==> config.mk <==
export PLATFORM = sky130hd
export DESIGN_NAME = sample_stash
export DESIGN_NICKNAME = d
export VERILOG_FILES = /design/src/rtl/sample_stash.sv
export SDC_FILE = /design/constraint.sdc
export NUM_CORES = 1
export LEC_CHECK = 0
export ABC_AREA = 1
export CAP_MARGIN = 10
export CORE_ASPECT_RATIO = 1.25
export CORE_UTILIZATION = 50
export CTS_CLUSTER_DIAMETER = 120
export DETAILED_ROUTE_END_ITERATION = 10
export GPL_TIMING_DRIVEN = 0
export MAX_ROUTING_LAYER = met4
export PLACE_DENSITY = 0.69
export REMOVE_ABC_BUFFERS = 1
export SYNTH_ARGS = -nofsm -noshare
export SYNTH_HDL_FRONTEND = slang
export SYNTH_SLANG_ARGS = --single-unit
export TNS_END_PERCENT = 10
==> constraint.sdc <==
create_clock -name i_clk -period 2.5 [get_ports i_clk]
set_input_delay 0.375 -clock i_clk [delete_from_list [all_inputs] [get_ports i_clk]]
set_output_delay 0.375 -clock i_clk [all_outputs]
set_load 0.02 [all_outputs]
==> src/rtl/sample_stash.sv <==
// Circular store of the last DEPTH samples; each write becomes the displayed sample, next_sample browses history.
// Optional macro STASH_NEXT_EDGE_EN: advance once per rising edge of next_sample instead of once per high cycle.
module sample_stash #(
    parameter int unsigned DEPTH = 5,
    parameter int unsigned WIDTH = 8
) (
    input  logic             i_clk,
    input  logic             i_rst_n,
    input  logic [WIDTH-1:0] i_sample_in,
    input  logic             i_sample_in_valid,
    input  logic             i_next_sample,
    output logic [WIDTH-1:0] o_sample_out
);

    localparam int unsigned PW = (DEPTH > 1) ? $clog2(DEPTH) : 1;
    localparam int unsigned CW = $clog2(DEPTH + 1);

    logic [WIDTH-1:0] r_mem [DEPTH];
    logic [PW-1:0]    r_wp;
    logic [PW-1:0]    r_rp;
    logic [CW-1:0]    r_cnt;
    logic [WIDTH-1:0] r_sample_out;

    logic [PW-1:0]    w_wp_nxt;
    logic [PW-1:0]    w_rp_nxt;
    logic [CW-1:0]    w_cnt_nxt;
    logic [WIDTH-1:0] w_out_nxt;
    logic             w_next_evt;

`ifdef STASH_NEXT_EDGE_EN
    // Previous next_sample level; resets low so a strobe held through reset release is not an edge.
    logic r_next_d;

    always_ff @(posedge i_clk or negedge i_rst_n) begin
        if (!i_rst_n) begin
            r_next_d <= 1'b0;
        end else begin
            r_next_d <= i_next_sample;
        end
    end

    assign w_next_evt = i_next_sample & ~r_next_d;
`else
    assign w_next_evt = i_next_sample;
`endif

    // Next pointer/count/display state; a write always takes priority over navigation.
    always_comb begin
        w_wp_nxt  = r_wp;
        w_rp_nxt  = r_rp;
        w_cnt_nxt = r_cnt;
        w_out_nxt = r_sample_out;
        if (i_sample_in_valid) begin
            w_rp_nxt  = r_wp;
            w_wp_nxt  = (r_wp == PW'(DEPTH - 1)) ? '0 : r_wp + PW'(1);
            w_cnt_nxt = (r_cnt == CW'(DEPTH)) ? r_cnt : r_cnt + CW'(1);
            w_out_nxt = i_sample_in;
        end else if (w_next_evt && (r_cnt != '0)) begin
            w_rp_nxt  = ((CW'(r_rp) + CW'(1)) >= r_cnt) ? '0 : r_rp + PW'(1);
            w_out_nxt = r_mem[w_rp_nxt];
        end
    end

    always_ff @(posedge i_clk or negedge i_rst_n) begin
        if (!i_rst_n) begin
            r_wp         <= '0;
            r_rp         <= '0;
            r_cnt        <= '0;
            r_sample_out <= '0;
        end else begin
            r_wp         <= w_wp_nxt;
            r_rp         <= w_rp_nxt;
            r_cnt        <= w_cnt_nxt;
            r_sample_out <= w_out_nxt;
        end
    end

    // One register per slot, each loaded only when the write pointer selects it.
    for (genvar g = 0; g < DEPTH; g++) begin : g_slot
        always_ff @(posedge i_clk or negedge i_rst_n) begin
            if (!i_rst_n) begin
                r_mem[g] <= '0;
            end else if (i_sample_in_valid && (r_wp == PW'(g))) begin
                r_mem[g] <= i_sample_in;
            end
        end
    end

    assign o_sample_out = r_sample_out;

endmodule

* After elaboration in Yosys (flattened, before gate mapping) *
Cells that the tools add are included.

operators by class
  bitwise logic cells = 2
  $add $sub $neg = 3
  equality and inequality tests = 5
  magnitude comparators = 2
  multiplexer cells = 9
  reductions and logical operators = 10

operators by type and width
  cell                                                             count
  8-bit two-way mux                                                4
  8-bit binary-select mux with 3-bit select                        1
  3-bit two-way mux                                                4
  3-bit by 1-bit adder with 3-bit output, second input constant    3
  3-bit by 2-bit == test with 1-bit output, second input constant  2
  3-bit == test, second input constant                             2
  1-bit logical AND                                                6
  4-bit >= comparator, second input constant                       1
  3-bit inverter with 4-bit output                                 1
  3-bit by 1-bit == test with 1-bit output, second input constant  1
  3-bit >= comparator                                              1
  3-bit zero test                                                  1
  3-bit nonzero test                                               1
  2-bit AND reduction                                              1
  2-bit nonzero test                                               1
  1-bit inverter                                                   1

storage, ports and cells
  input port bits = 12
  bits in registers = 57
  word-level logic and storage cells = 40
  output and inout bits = 8

* Longest topological paths before layout *
  depth in word-level cells = 9
  gate-level depth with buffers = 15
  gate-level depth less buffers = 15

* Worst setup path after synthesis *
Ideal clock, no wire load.

  kind = register -> register
  start point = reg r_rp[0]
  end point = reg r_sample_out[7], in the netlist o_sample_out[7]
  path buffers = 1
  cell stages (with the launch flop) = 11
  slack = 357 ps
  arrival = 2023 ps
  data required time = 2380 ps
  clock period less this slack = 2143 ps
  library setup time = 120 ps
  path through = dfrtp_1 -> ha_1 -> xor2_1 -> ha_1 -> a21oi_4 -> nand3_4 -> buf_6 -> o211ai_1 -> nand2_1 -> nand3_1 -> nand2_1

on the way
  word-level cells in the longest chain between the ends = 9

RTL lines
  what                                                      RTL line  source
  from (decl)                                               20        logic [PW-1:0] r_rp;
  from (signal assigned)                                    72        r_rp <= w_rp_nxt;
  3-bit by 1-bit adder with 3-bit output *                  59        w_rp_nxt = ((CW'(r_rp) + CW'(1)) >= r_cnt) ? '0 : r_rp + PW'(1);
  3-bit >= comparator                                       59
  3-bit two-way mux *                                       59
  3-bit inverter with 4-bit output (implied by the code) *  60        w_out_nxt = r_mem[w_rp_nxt];
  8-bit binary-select mux with 3-bit select *               60
  8-bit two-way mux (implied by the code) * (2 in series)   60
  8-bit two-way mux *                                       58        end else if (w_next_evt && (r_cnt != '0)) begin
  8-bit two-way mux *                                       53        if (i_sample_in_valid) begin
  to (signal assigned)                                      74        r_sample_out <= w_out_nxt;
  to (decl)                                                 22        logic [WIDTH-1:0] r_sample_out;

Every way passes the cells marked *; elsewhere a longest branch is shown, timed or not. The select of a mux whose other input is x is not followed.
A chain may end at the register's enable or synchronous reset.

* Final worst setup path *
  start point = reg r_rp[0]
  end point = reg r_sample_out[2], in the netlist o_sample_out[2]

The elaborated chain is that of the path after synthesis.

==> impl_metrics.ini <==
[finish]
final_cell_count_no_fill = 474
seq_area_mm2 = 0.00143
final_cell_mix = nand2_1 (120), dfrtp_1 (57), o21ai_0 (44)
multi_input_area_mm2 = 0.00133
area_growth_pct = 17.2
n_antenna_cell = 0
nets = 428
drive_gt1_share_pct = 10.3
mostFrequentLayoutCell = nand2_1
nFillCells = 524

[logic_synthesis]
synth_area_leaders = dfrtp_1 (48%), nand2_1 (15%), o21ai_0 (7.4%), inv_1 (5.3%), ha_1 (5.1%)
synth-seq-area-share_pct = 48.1
synth_top_area_share_pct = 48.1
synth_top_cell_by_area = dfrtp_1
syn-cell-area_mm2 = 0.00297
ys_ff_latch = 57
synth_cell_types = 27
netlist_instances = 375
synth_area_per_cell_um2 = 7.91
yosys_warnings = 0

[floorplanning]
fp.dieW_um = 70.9
start_util_pct = 51.7
core_mm2 = 0.00574
fp.dieH_um = 88.1
rows = 31
dieArea_mm2 = 0.00625
pin_count = 20

[clock_network]
root_buffer = clkbuf_8
clkTransAtPathRegs_ps = 70
cts_tree = built
cts_buffer_depth = 2
hold_buffers = 0
cts_sinks = 57
cts_max_level = 3
clock_insertion_delay_worst_skew_ps = 340
numCtsBuffers = 9

[global_routing]
grt_pass1_wl_um = 11200
grt_pass1_vias = 2376
grt_max_degree = 31
antenna_found_initial = 0
grt_usage_pct = 24.7
gr-total-overflow = 0

[routing]
routed_wl_um = 6660
firstDrtPassIters = 5
wire_per_inst_um = 14.1
vias = 2468
drc = 0
ant_nets = 0
vias_per_cell = 5.21
drt_iter0_markers = 244

[critical_path]
path_class = flip-flop to flip-flop
end_kind = flip-flop
arrival_ps = 2580
critPathRequiredTime_ps = 2730
path_max_fanout = 9
start_kind = flip-flop

[timing]
holdWs_ps = 59.4
timing.setup.tns_ps = 0
finalMaxSlewViolations = 0
fmax_mhz = 426
worstMarginPinSlew_ps = 681
setup_violations = 0
relSlewSlack_pct = 54.6
finClkSkew_ps = 9.15
hold_viol = 0
rsz0062_at_grt = no
period_share_pct = 94.0
fin_crit_ps = 2350

[placement]
dp.cells = 447
hpwlAfterDp_um = 4070
place_congestion = 0.757
portBuffers = 19

[run]
maxCapViolations = 0

[worst_hold_path]
hold_path.class = input pin to async pin

[run_status]
status = finished clean
==> per-layer routing <==
layer	vias to the layer above	global-route usage (%)	part of all wire [%]
li1	1248	-	-
met1	1155	28.3	45
met2	50	42.8	49
met3	15	4.95	3.4
met4	0	9.09	2.0
met5	-	-	0
==> flip-flops by register name, indices dropped and copies added (netlist names) <==
name / cells
o_sample_out: 8
r_cnt: 3
r_wp: 3
r_mem: 40
r_rp: 3
==> through the flow <==
stage / instance area [um^2] / util, % / setup WS [ps]
global route: 3480 / 60.5 / 19.4
CTS: 3440 / 60.0 / 1.97
detailed placement: 3180 / 55.4 / -518
global placement: 3160 / 55.1 / -835
finish: 3480 / 60.5 / 151
floorplan: 2890 / - / 289
==> cells in the mapped netlist <==
cell / count
a21boi_0: 1
nor2_2: 2
buf_2: 3
inv_2: 1
nand3_1: 16
clkbuf_1: 7
inv_1: 42
dfrtp_1: 57
nand3_4: 2
clkbuf_2: 1
nand2_2: 1
buf_4: 1
o21ai_0: 44
nor2_1: 32
o22ai_1: 1
ha_1: 12
a21oi_4: 1
o221ai_1: 3
o211ai_1: 1
buf_6: 2
nand4_1: 7
xor2_1: 3
a21oi_1: 8
a31oi_1: 1
clkinv_1: 2
nand3_2: 4
nand2_1: 120
==> worst paths after layout <==
kind | from | endpoint | slack (ps) | cells after the start
hold / removal | i_rst_n | r_wp[2]$_DFFE_PN0P_ | 60 | 1
setup reg to reg | r_rp[0]$_DFFE_PN0P_ | o_sample_out[2]$_DFFE_PN0P_ | 150 | 15
max in group asynchronous | i_rst_n | r_mem[33]$_DFFE_PN0P_ | 1840 | 2
setup / recovery | r_rp[0]$_DFFE_PN0P_ | o_sample_out[2]$_DFFE_PN0P_ | 150 | 15
min in group i_clk | o_sample_out[5]$_DFFE_PN0P_ | o_sample_out[5]$_DFFE_PN0P_ | 480 | 2
hold reg to reg | o_sample_out[5]$_DFFE_PN0P_ | o_sample_out[5]$_DFFE_PN0P_ | 480 | 2
==> repair_timing <==
item	CTS	global route
endpoints found under the setup margin	10	8
cloned	1	0
buffers inserted	7	4
resized for setup	5	3
pin swaps	3	3
==> logic make-up (layout without fill, tap and decap cells) <==
family / count (synthesis) / count (layout) / share of synthesized area [%]
adder cells (fa/ha/maj): 12 / 12 / 5.06
flip-flops: 57 / 57 / 48.1
buffers and inverters: 59 / 91 / 8.27
AO/OA/AOI/OAI: 60 / 60 / 11.1
AND/OR/NAND/NOR: 184 / 185 / 26.6
XOR/XNOR: 3 / 3 / 0.886
==> area by class of cell <==
class | instances | share of cell area (%)
clock inverter | 3 | 0.432
tap | 66 | 2.38
timing repair buffer | 31 | 8.14
sequential | 57 | 41.0
inverter | 45 | 4.93
clock buffer | 12 | 4.75
multi-input combinational | 260 | 38.3
==> critical path: stages (launching register included) <==
cell and delay, ps:
dfrtp_1 430, ha_1 250, xor2_2 170, ha_1 360, nand2_1 70, inv_1 90
nand2_4 130, nand3_4 150, buf_4 190, nand2_1 50, nand3_1 70, nand2_1 60
nand2_1 50, nand2_1 60, nand2_1 50, nand2_1 50
Power is not shown: default switching activity piles up to over one toggle a cycle in this logic, so the estimate is an artifact.
